File: src/rtl/alu_arbiter_if.sv
// alu_arbiter_if: bundles the request, ALU-side and response signals of alu_arbiter.
// The slave modport is the arbiter's view; the master modport is the environment's.
// Widths come from riscv_defs.v. If that file has not been read first, the defaults
// below describe an RV32 core with a 4-bit ALU opcode.

`ifndef RV_XLEN
`define RV_XLEN 32
`endif
`ifndef RV_ALUOP_RANGE
`define RV_ALUOP_RANGE 3:0
`endif

interface alu_arbiter_if;
  logic                   flush_i;

  logic                   req0_valid_i;
  logic                   req0_ready_o;
  logic [`RV_XLEN-1:0]    req0_op_left_i;
  logic [`RV_XLEN-1:0]    req0_op_right_i;
  logic [`RV_ALUOP_RANGE] req0_op_opcode_i;
  logic [`RV_XLEN-1:0]    req0_cmp_left_i;
  logic [`RV_XLEN-1:0]    req0_cmp_right_i;
  logic [2:0]             req0_cmp_opcode_i;

  logic                   req1_valid_i;
  logic                   req1_ready_o;
  logic [`RV_XLEN-1:0]    req1_op_left_i;
  logic [`RV_XLEN-1:0]    req1_op_right_i;
  logic [`RV_ALUOP_RANGE] req1_op_opcode_i;
  logic [`RV_XLEN-1:0]    req1_cmp_left_i;
  logic [`RV_XLEN-1:0]    req1_cmp_right_i;
  logic [2:0]             req1_cmp_opcode_i;

  logic                   alu_clk_en_o;
  logic [`RV_XLEN-1:0]    alu_op_left_o;
  logic [`RV_XLEN-1:0]    alu_op_right_o;
  logic [`RV_ALUOP_RANGE] alu_op_opcode_o;
  logic [`RV_XLEN-1:0]    alu_cmp_left_o;
  logic [`RV_XLEN-1:0]    alu_cmp_right_o;
  logic [2:0]             alu_cmp_opcode_o;
  logic [`RV_XLEN-1:0]    alu_op_result_i;
  logic                   alu_cmp_result_i;

  logic                   rsp_valid_o;
  logic                   rsp_ready_i;
  logic                   rsp_id_o;
  logic [`RV_XLEN-1:0]    rsp_result_o;
  logic                   rsp_cmp_o;

  modport slave (
    input  flush_i,
    input  req0_valid_i, req0_op_left_i, req0_op_right_i, req0_op_opcode_i,
    input  req0_cmp_left_i, req0_cmp_right_i, req0_cmp_opcode_i,
    output req0_ready_o,
    input  req1_valid_i, req1_op_left_i, req1_op_right_i, req1_op_opcode_i,
    input  req1_cmp_left_i, req1_cmp_right_i, req1_cmp_opcode_i,
    output req1_ready_o,
    output alu_clk_en_o, alu_op_left_o, alu_op_right_o, alu_op_opcode_o,
    output alu_cmp_left_o, alu_cmp_right_o, alu_cmp_opcode_o,
    input  alu_op_result_i, alu_cmp_result_i,
    output rsp_valid_o, rsp_id_o, rsp_result_o, rsp_cmp_o,
    input  rsp_ready_i
  );

  modport master (
    output flush_i,
    output req0_valid_i, req0_op_left_i, req0_op_right_i, req0_op_opcode_i,
    output req0_cmp_left_i, req0_cmp_right_i, req0_cmp_opcode_i,
    input  req0_ready_o,
    output req1_valid_i, req1_op_left_i, req1_op_right_i, req1_op_opcode_i,
    output req1_cmp_left_i, req1_cmp_right_i, req1_cmp_opcode_i,
    input  req1_ready_o,
    input  alu_clk_en_o, alu_op_left_o, alu_op_right_o, alu_op_opcode_o,
    input  alu_cmp_left_o, alu_cmp_right_o, alu_cmp_opcode_o,
    output alu_op_result_i, alu_cmp_result_i,
    input  rsp_valid_o, rsp_id_o, rsp_result_o, rsp_cmp_o,
    output rsp_ready_i
  );
endinterface

File: src/rtl/alu_arbiter.sv
// alu_arbiter: shares one registered ALU between the execute stage (req0) and the
// address/CSR helper (req1). A grant in cycle T yields a tagged response in T+1; the
// ALU clock enable freezes the held result while the response is backpressured.
// Build option RV_ALU_ARB_RR_EN: defined selects round-robin arbitration, undefined
// selects fixed priority with req0 always winning.

module alu_arbiter (
  input logic       clk_i,
  input logic       reset_i,
  alu_arbiter_if.slave bus
);

  logic pending_q, pending_d;
  logic pend_id_q, pend_id_d;
`ifdef RV_ALU_ARB_RR_EN
  logic prio_q, prio_d;
`endif

  logic can_issue;
  logic grant0;
  logic grant1;
  logic granted;

  // Grant decision; a new issue is allowed when the ALU output slot frees up this cycle
  always_comb begin
    can_issue = !reset_i && !bus.flush_i && (!pending_q || bus.rsp_ready_i);
`ifdef RV_ALU_ARB_RR_EN
    grant0 = can_issue && bus.req0_valid_i && (!bus.req1_valid_i || !prio_q);
    grant1 = can_issue && bus.req1_valid_i && (!bus.req0_valid_i || prio_q);
`else
    grant0 = can_issue && bus.req0_valid_i;
    grant1 = can_issue && bus.req1_valid_i && !bus.req0_valid_i;
`endif
    granted = grant0 || grant1;
  end

  assign bus.req0_ready_o = grant0;
  assign bus.req1_ready_o = grant1;

  // ALU operand mux; req0 fields are driven when idle (the ALU result is then unused)
  always_comb begin
    bus.alu_op_left_o    = bus.req0_op_left_i;
    bus.alu_op_right_o   = bus.req0_op_right_i;
    bus.alu_op_opcode_o  = bus.req0_op_opcode_i;
    bus.alu_cmp_left_o   = bus.req0_cmp_left_i;
    bus.alu_cmp_right_o  = bus.req0_cmp_right_i;
    bus.alu_cmp_opcode_o = bus.req0_cmp_opcode_i;
    if (grant1) begin
      bus.alu_op_left_o    = bus.req1_op_left_i;
      bus.alu_op_right_o   = bus.req1_op_right_i;
      bus.alu_op_opcode_o  = bus.req1_op_opcode_i;
      bus.alu_cmp_left_o   = bus.req1_cmp_left_i;
      bus.alu_cmp_right_o  = bus.req1_cmp_right_i;
      bus.alu_cmp_opcode_o = bus.req1_cmp_opcode_i;
    end
  end

  // The ALU registers must hold only while an unaccepted result is outstanding
  assign bus.alu_clk_en_o = !pending_q || bus.rsp_ready_i || bus.flush_i;

  // Response channel: the held result is read straight off the ALU registers
  assign bus.rsp_valid_o  = pending_q;
  assign bus.rsp_id_o     = pend_id_q;
  assign bus.rsp_result_o = bus.alu_op_result_i;
  assign bus.rsp_cmp_o    = bus.alu_cmp_result_i;

  // Next-state: flush beats a new grant, which beats a plain response acceptance
  always_comb begin
    pending_d = pending_q;
    pend_id_d = pend_id_q;
`ifdef RV_ALU_ARB_RR_EN
    prio_d    = prio_q;
`endif
    if (bus.flush_i) begin
      pending_d = 1'b0;
    end else if (granted) begin
      pending_d = 1'b1;
      pend_id_d = grant1;
`ifdef RV_ALU_ARB_RR_EN
      prio_d    = !grant1;
`endif
    end else if (pending_q && bus.rsp_ready_i) begin
      pending_d = 1'b0;
    end
  end

  // State registers with synchronous reset
  always_ff @(posedge clk_i) begin
    if (reset_i) begin
      pending_q <= 1'b0;
      pend_id_q <= 1'b0;
`ifdef RV_ALU_ARB_RR_EN
      prio_q    <= 1'b0;
`endif
    end else begin
      pending_q <= pending_d;
      pend_id_q <= pend_id_d;
`ifdef RV_ALU_ARB_RR_EN
      prio_q    <= prio_d;
`endif
    end
  end

endmodule
File: src/flat_wrapper.sv
// flat-port wrapper written by rule: the top's interface ports become plain ports
module alu_arbiter_flat 
  (clk_i, reset_i, bus_flush_i, bus_req0_valid_i, bus_req0_op_left_i, bus_req0_op_right_i, bus_req0_op_opcode_i, bus_req0_cmp_left_i, bus_req0_cmp_right_i, bus_req0_cmp_opcode_i, bus_req0_ready_o, bus_req1_valid_i, bus_req1_op_left_i, bus_req1_op_right_i, bus_req1_op_opcode_i, bus_req1_cmp_left_i, bus_req1_cmp_right_i, bus_req1_cmp_opcode_i, bus_req1_ready_o, bus_alu_clk_en_o, bus_alu_op_left_o, bus_alu_op_right_o, bus_alu_op_opcode_o, bus_alu_cmp_left_o, bus_alu_cmp_right_o, bus_alu_cmp_opcode_o, bus_alu_op_result_i, bus_alu_cmp_result_i, bus_rsp_valid_o, bus_rsp_id_o, bus_rsp_result_o, bus_rsp_cmp_o, bus_rsp_ready_i);
  alu_arbiter_if bus_i ();
  input logic clk_i;
  input logic reset_i;
  input wire logic [$bits(bus_i.flush_i)-1:0] bus_flush_i;
  input wire logic [$bits(bus_i.req0_valid_i)-1:0] bus_req0_valid_i;
  input wire logic [$bits(bus_i.req0_op_left_i)-1:0] bus_req0_op_left_i;
  input wire logic [$bits(bus_i.req0_op_right_i)-1:0] bus_req0_op_right_i;
  input wire logic [$bits(bus_i.req0_op_opcode_i)-1:0] bus_req0_op_opcode_i;
  input wire logic [$bits(bus_i.req0_cmp_left_i)-1:0] bus_req0_cmp_left_i;
  input wire logic [$bits(bus_i.req0_cmp_right_i)-1:0] bus_req0_cmp_right_i;
  input wire logic [$bits(bus_i.req0_cmp_opcode_i)-1:0] bus_req0_cmp_opcode_i;
  output wire logic [$bits(bus_i.req0_ready_o)-1:0] bus_req0_ready_o;
  input wire logic [$bits(bus_i.req1_valid_i)-1:0] bus_req1_valid_i;
  input wire logic [$bits(bus_i.req1_op_left_i)-1:0] bus_req1_op_left_i;
  input wire logic [$bits(bus_i.req1_op_right_i)-1:0] bus_req1_op_right_i;
  input wire logic [$bits(bus_i.req1_op_opcode_i)-1:0] bus_req1_op_opcode_i;
  input wire logic [$bits(bus_i.req1_cmp_left_i)-1:0] bus_req1_cmp_left_i;
  input wire logic [$bits(bus_i.req1_cmp_right_i)-1:0] bus_req1_cmp_right_i;
  input wire logic [$bits(bus_i.req1_cmp_opcode_i)-1:0] bus_req1_cmp_opcode_i;
  output wire logic [$bits(bus_i.req1_ready_o)-1:0] bus_req1_ready_o;
  output wire logic [$bits(bus_i.alu_clk_en_o)-1:0] bus_alu_clk_en_o;
  output wire logic [$bits(bus_i.alu_op_left_o)-1:0] bus_alu_op_left_o;
  output wire logic [$bits(bus_i.alu_op_right_o)-1:0] bus_alu_op_right_o;
  output wire logic [$bits(bus_i.alu_op_opcode_o)-1:0] bus_alu_op_opcode_o;
  output wire logic [$bits(bus_i.alu_cmp_left_o)-1:0] bus_alu_cmp_left_o;
  output wire logic [$bits(bus_i.alu_cmp_right_o)-1:0] bus_alu_cmp_right_o;
  output wire logic [$bits(bus_i.alu_cmp_opcode_o)-1:0] bus_alu_cmp_opcode_o;
  input wire logic [$bits(bus_i.alu_op_result_i)-1:0] bus_alu_op_result_i;
  input wire logic [$bits(bus_i.alu_cmp_result_i)-1:0] bus_alu_cmp_result_i;
  output wire logic [$bits(bus_i.rsp_valid_o)-1:0] bus_rsp_valid_o;
  output wire logic [$bits(bus_i.rsp_id_o)-1:0] bus_rsp_id_o;
  output wire logic [$bits(bus_i.rsp_result_o)-1:0] bus_rsp_result_o;
  output wire logic [$bits(bus_i.rsp_cmp_o)-1:0] bus_rsp_cmp_o;
  input wire logic [$bits(bus_i.rsp_ready_i)-1:0] bus_rsp_ready_i;
  assign bus_i.flush_i = bus_flush_i;
  assign bus_i.req0_valid_i = bus_req0_valid_i;
  assign bus_i.req0_op_left_i = bus_req0_op_left_i;
  assign bus_i.req0_op_right_i = bus_req0_op_right_i;
  assign bus_i.req0_op_opcode_i = bus_req0_op_opcode_i;
  assign bus_i.req0_cmp_left_i = bus_req0_cmp_left_i;
  assign bus_i.req0_cmp_right_i = bus_req0_cmp_right_i;
  assign bus_i.req0_cmp_opcode_i = bus_req0_cmp_opcode_i;
  assign bus_req0_ready_o = bus_i.req0_ready_o;
  assign bus_i.req1_valid_i = bus_req1_valid_i;
  assign bus_i.req1_op_left_i = bus_req1_op_left_i;
  assign bus_i.req1_op_right_i = bus_req1_op_right_i;
  assign bus_i.req1_op_opcode_i = bus_req1_op_opcode_i;
  assign bus_i.req1_cmp_left_i = bus_req1_cmp_left_i;
  assign bus_i.req1_cmp_right_i = bus_req1_cmp_right_i;
  assign bus_i.req1_cmp_opcode_i = bus_req1_cmp_opcode_i;
  assign bus_req1_ready_o = bus_i.req1_ready_o;
  assign bus_alu_clk_en_o = bus_i.alu_clk_en_o;
  assign bus_alu_op_left_o = bus_i.alu_op_left_o;
  assign bus_alu_op_right_o = bus_i.alu_op_right_o;
  assign bus_alu_op_opcode_o = bus_i.alu_op_opcode_o;
  assign bus_alu_cmp_left_o = bus_i.alu_cmp_left_o;
  assign bus_alu_cmp_right_o = bus_i.alu_cmp_right_o;
  assign bus_alu_cmp_opcode_o = bus_i.alu_cmp_opcode_o;
  assign bus_i.alu_op_result_i = bus_alu_op_result_i;
  assign bus_i.alu_cmp_result_i = bus_alu_cmp_result_i;
  assign bus_rsp_valid_o = bus_i.rsp_valid_o;
  assign bus_rsp_id_o = bus_i.rsp_id_o;
  assign bus_rsp_result_o = bus_i.rsp_result_o;
  assign bus_rsp_cmp_o = bus_i.rsp_cmp_o;
  assign bus_i.rsp_ready_i = bus_rsp_ready_i;
  alu_arbiter u_core (.clk_i(clk_i), .reset_i(reset_i), .bus(bus_i));
endmodule
File: config.mk
export PLATFORM = sky130hd
export DESIGN_NAME = alu_arbiter_flat
export DESIGN_NICKNAME = d
export VERILOG_FILES = /design/src/rtl/alu_arbiter_if.sv /design/src/rtl/alu_arbiter.sv /design/src/flat_wrapper.sv
export SDC_FILE = /design/constraint.sdc
export NUM_CORES = 1
export LEC_CHECK = 0
export CORE_AREA = 3 3 185 187
export CTS_CLUSTER_SIZE = 16
export DETAILED_ROUTE_END_ITERATION = 10
export DIE_AREA = 0 0 188 190
export GPL_TIMING_DRIVEN = 0
export PLACE_DENSITY_LB_ADDON = 0.05
export SYNTH_ARGS = -nofsm -noshare
export SYNTH_HDL_FRONTEND = slang
export SYNTH_SLANG_ARGS = --single-unit
File: constraint.sdc
create_clock -name clk_i -period 2.18 [get_ports clk_i]
set_clock_uncertainty 0.1 [all_clocks]
set_input_delay 0.436 -clock clk_i [delete_from_list [all_inputs] [get_ports clk_i]]
set_output_delay 0.436 -clock clk_i [all_outputs]
set_load 0.05 [all_outputs]
# --- Word level (Yosys, flattened, before mapping) ---
# Index checks and enable logic that the tools add are counted.
classes:
  muxes: 8
  bitwise_logic: 1
  reduce_logical: 16
op_table:
  columns: ["op", "count"]
  rows:
  - ["32-bit two-way mux", 4]
  - ["1-bit logical AND", 6]
  - ["1-bit zero test", 4]
  - ["4-bit two-way mux", 1]
  - ["1-bit logical OR", 3]
  - ["3-bit two-way mux", 1]
  - ["1-bit two-way mux", 2]
  - ["2-bit AND reduction", 1]
  - ["2-bit nonzero test", 1]
  - ["2-bit OR reduction", 1]
  - ["1-bit NOT", 1]
totals:
  reg_bits: 2

# --- Logic depth before layout (Yosys ltp) ---
logic_depth:
  depth_word: 7
  mapped_depth: 5
  mapped_depth_nobuf: 3

# --- Least setup slack after synthesis ---
# Ideal clock, no wire load.
synth_path:
  kind: "reg-to-output"
  start: "register u_core.pending_q, in the netlist u_core.bus.rsp_valid_o"
  end: "output port bus_alu_cmp_right_o[10]"
  t_arrival_ns: 1.756
  slack_ns: -0.112
  stages_incl_launch_ff: 6
  path_cell_list: "dfxtp_1 nor2b_4 nand4bb_4 buf_6 buf_6 mux2_4"
synth_between:
  elab_chain_cells: 6
synth_rtl:
  columns: ["element", "line_no", "rtl"]
  rows:
  - ["start, declared", "alu_arbiter.sv:13", "logic pending_q, pending_d;"]
  - ["start signal, assigned", "alu_arbiter.sv:96", "pending_q <= pending_d;"]
  - ["1-bit zero test", "alu_arbiter.sv:26", "can_issue = !reset_i && !bus.flush_i && (!pending_q || bus.rsp_ready_i);"]
  - ["1-bit logical OR", "alu_arbiter.sv:26", null]
  - ["1-bit logical AND", "alu_arbiter.sv:26", null]
  - ["1-bit logical AND (2 in series)", "alu_arbiter.sv:32", "grant1 = can_issue && bus.req1_valid_i && !bus.req0_valid_i;"]
  - ["32-bit two-way mux", "alu_arbiter.sv:48", "if (grant1) begin"]
  - ["end, declared", "flat_wrapper.sv:29", "output wire logic [$bits(bus_i.alu_cmp_right_o)-1:0] bus_alu_cmp_right_o;"]
# Every way passes these cells.

# --- Worst setup path in the final report ---
layout_path:
  start: "register u_core.pending_q, in the netlist u_core.bus.rsp_valid_o"
  end: "output port bus_alu_op_left_o[21]"
layout_between:
  elab_chain_cells: 6
layout_rtl:
  columns: ["element", "line_no", "rtl"]
  rows:
  - ["1-bit zero test", "alu_arbiter.sv:26", null]
  - ["1-bit logical OR", "alu_arbiter.sv:26", null]
  - ["1-bit logical AND", "alu_arbiter.sv:26", null]
  - ["1-bit logical AND (2 in series)", "alu_arbiter.sv:32", null]
  - ["32-bit two-way mux", "alu_arbiter.sv:48", null]
  - ["end, declared", "flat_wrapper.sv:25", "output wire logic [$bits(bus_i.alu_op_left_o)-1:0] bus_alu_op_left_o;"]
# Every way passes these cells.

==> impl_metrics.py <==
metrics = {
    "status": {
        "status": "complete, but fails checks",
        "violations": "setup timing",
    },
    "route": {
        "via_per_inst": 3.14,
        "vias": 3496,
        "drc_errors": 0,
        "drtPass1Iterations": 3,
        "drt-initial-drc-count": 21,
        "routed_wl_mm": 18.5,
        "ant_nets": 0,
        "routedWlPerCell_um": 16.6,
    },
    "clocking": {
        "cts_hold_buffers": 0,
        "clkSinkCount": 2,
        "cts_tree": "built",
        "clock_latency_ns": 0.22,
        "numCtsBuffers": 3,
        "cts.clk_slew.worst_paths_ns": 0.03,
        "root_buffer": "clkbuf_16",
        "cts-htree-levels": 1,
        "clk_path_buf_depth": 2,
    },
    "worst_setup_path": {
        "r2r_setup_slack_ns": 0.83,
        "slowest_delay_ns": 0.31,
        "setup.worst_path.start_class": "flop",
        "slowest_stage": "mux2_4",
        "r2r_cells": 6,
        "r2r-start": "u_core.bus.rsp_valid_o",
        "worst-path-max-fanout": 6,
        "crit-reg2reg-capture": "u_core.bus.rsp_id_o",
        "worstPathCellList": "nor2b_4 -> nand4bb_4 -> buf_12 -> buf_16 -> clkbuf_16 -> mux2_4 -> buf_8",
        "critical_path_class": "reg -> out",
        "arrival_ns": 1.81,
        "critPathRequiredTime_ns": 1.64,
        "end_kind": "output pin",
    },
    "sta": {
        "fin_tns_setup_ns": -17.49,
        "hold_slack_ns": 0.390,
        "fin_crit_ns": 2.34,
        "fmax_mhz": 427,
        "slew-limit-headroom": 0.650,
        "final-setup-viol-count": 135,
        "slew_violations": 0,
        "tightestPinTransition_ns": 0.524,
        "fin_ws_ns": -0.164,
        "rsz0062_at_grt": "true",
        "fin_crit_sh": 1.08,
        "hold_violations": 0,
    },
    "die": {
        "die_w_um": 188,
        "rows": 66,
        "dieHeight_um": 190,
        "fp.coreArea_um2": 32600,
        "initial_core_util": 0.0814,
        "ios": 482,
        "dieArea_um2": 35700,
    },
    "logic_synthesis": {
        "netlist_instances": 195,
        "ys_seq_area_frac": 0.0151,
        "ys_ff_latch": 2,
        "syn_area_per_cell_um2": 13.6,
        "syn-cell-area_um2": 2660,
        "synthSimpleGateAreaFrac": 0.0316,
        "synth.area.mux_share": 0.753,
        "syn_nets": 504,
        "yosys_warnings": 0,
        "synth_top_family_by_area": "multiplexers",
        "synth_compound_area_frac": 0.00565,
        "synthXorXnorAreaFrac": 0,
        "synthAdderAreaFrac": 0,
        "synth_cell_types": 16,
    },
    "min_path": {
        "worstHoldStart": "u_core.bus.rsp_id_o",
        "min_to": "u_core.bus.rsp_id_o",
        "hp-class": "reg -> reg",
        "min_path_cells": 2,
    },
    "grt": {
        "grt_pass1_wl_mm": 24.4,
        "grt_max_degree": 11,
        "grt.overflow.total": 0,
        "antenna_found_initial": 3,
        "grt_usage": 0.0896,
        "grt_pass1_vias": 3712,
    },
    "placed_design": {
        "hpwl_mm": 15.7,
        "port_buffers": 448,
        "placed_cells": 1085,
        "gp_congestion": 0.792,
    },
    "power_and_ir_drop": {
        "switching_share": 0.432,
        "power_leakage_nw": 4.03,
        "p_switching_mw": 1.08,
        "power_density_nw_per_um2": 292,
        "p_comb_frac": 0.873,
        "pwr-share-seq": 0.016,
        "power_mw": 2.50,
        "power.internal_mw": 1.42,
        "p_clk_frac": 0.111,
        "ir_drop_v": 0.000116,
    },
    "finish": {
        "final_nets": 980,
        "finalNonFillerCells": 1114,
        "area_growth_pct": 223,
        "final_core_util": 0.263,
        "drive_gt1_frac": 0.532,
    },
    "flow_run": {
        "cap_violations": 0,
    },
}
## kinds of logic after synthesis
kind of cell / count (synthesis)
AND/OR/NAND/NOR: 7
flip-flops: 2
multiplexers: 135
AO/OA/AOI/OAI: 2
buffers and inverters: 49
## routing by layer
layer	part of all wire	up-vias	track usage	wire, um
met2	0.58	284	0.187	10600
met3	0.12	6	0.0396	2230
met5	0	-	0	0
met4	0.0055	0	0.0141	102
li1	-	1639	-	-
met1	0.30	1567	0.0792	5520
## registers in the layout (all words and copies together) (netlist names)
| signal | count |
|---|---|
| u_core.bus.rsp_valid_o | 1 |
| u_core.bus.rsp_id_o | 1 |
## power by group through the flow
stage / combinational, mW / sequential [mW] / clock, mW
2_1_floorplan: 1.11 / 0.0473 / 0
3_3_place_gp: 2.04 / 0.0404 / 0
3_5_place_dp: 2.04 / 0.0406 / 0
4_1_cts: 2.16 / 0.0401 / 0.282
5_1_grt: 2.27 / 0.0403 / 0.290
6_report: 2.18 / 0.0400 / 0.279
## cells in the mapped netlist (all sizes together)
cell type / number / area, um2
and3b: 1 / 10.0
buf: 48 / 513
dfxtp: 2 / 40.0
inv: 1 / 3.75
mux2: 135 / 2000
nand2b: 1 / 6.26
nand4bb: 1 / 27.5
nor2: 1 / 11.3
nor2b: 1 / 13.8
nor3b: 1 / 7.51
o21ai: 1 / 5.00
o31a: 1 / 10.0
or2b: 1 / 7.51
## metrics by stage
step | cell area, um2 | worst slack, ns
2_1_floorplan | 2660 | 0.0694
3_3_place_gp | 7690 | -1.10
3_5_place_dp | 7690 | -1.11
4_1_cts | 8180 | -0.202
5_1_grt | 8570 | -0.203
6_report | 8570 | -0.164
## cell type report
| type | instances | area [um2] |
|---|---|---|
| fill | 3428 | 24000 |
| timing repair buffer | 471 | 5210 |
| multi-input combinational | 144 | 2120 |
| buffer | 48 | 563 |
| tap | 442 | 553 |
| clock buffer | 3 | 75.1 |
| sequential | 2 | 41.3 |
| antenna | 3 | 7.51 |
| inverter | 1 | 3.75 |
## worst max-delay path by stage
stage | start | endpoint | slack (ns) | depth (start not counted)
floorplan | u_core.bus.rsp_valid_o | bus_alu_cmp_right_o[10] | 0.07 | 5
global route | u_core.bus.rsp_valid_o | bus_alu_op_left_o[21] | -0.20 | 7
detailed placement | bus_rsp_ready_i | bus_alu_op_left_o[9] | -1.11 | 7
global placement | bus_rsp_ready_i | bus_alu_cmp_right_o[12] | -1.10 | 7
CTS | u_core.bus.rsp_valid_o | bus_alu_cmp_right_o[7] | -0.20 | 7
finish | u_core.bus.rsp_valid_o | bus_alu_op_left_o[21] | -0.16 | 7
## repair_timing
action / in CTS / in global routing
setup buffers: 4 / 3
pin swaps: 1 / 1
endpoints found under the hold margin: 0 / 0
resized for setup: 988 / 34
gates cloned: 6 / 11
endpoints found under the setup margin: 138 / 135
## worst max-delay path, delay by kind of cell (launching register included)
kind	cells	cell delay [ns]
buffers and inverters	4	0.64
and+or+nand+nor	2	0.31
muxes	1	0.31
DFF	1	0.30
## placed cells by master, fill, tap and decap left out
cell type        synthesis  layout
clkdlybuf4s50_1          0     305
mux2_4                 128     134
buf_6                    4     113
buf_4                   33      38
buf_8                    0      22
buf_12                  11      16
clkbuf_16                0      14
buf_16                   0       7
buf_2                    0       4
diode_2                  0       3
dlygate4sd2_1            0       2
nor2b_4                  1       1
nor2_4                   1       1
nand4bb_4                1       1
inv_1                    1       1
and3b_2                  1       1
or2b_1                   1       1
mux2_2                   7       1
nand2b_1                 1       1
nor3b_1                  1       1
o21ai_0                  1       1
o31a_2                   1       1
clkbuf_2                 0       1
dfxtp_1                  2       1
dfxtp_2                  0       1
Power figures use the tool's default switching activity.
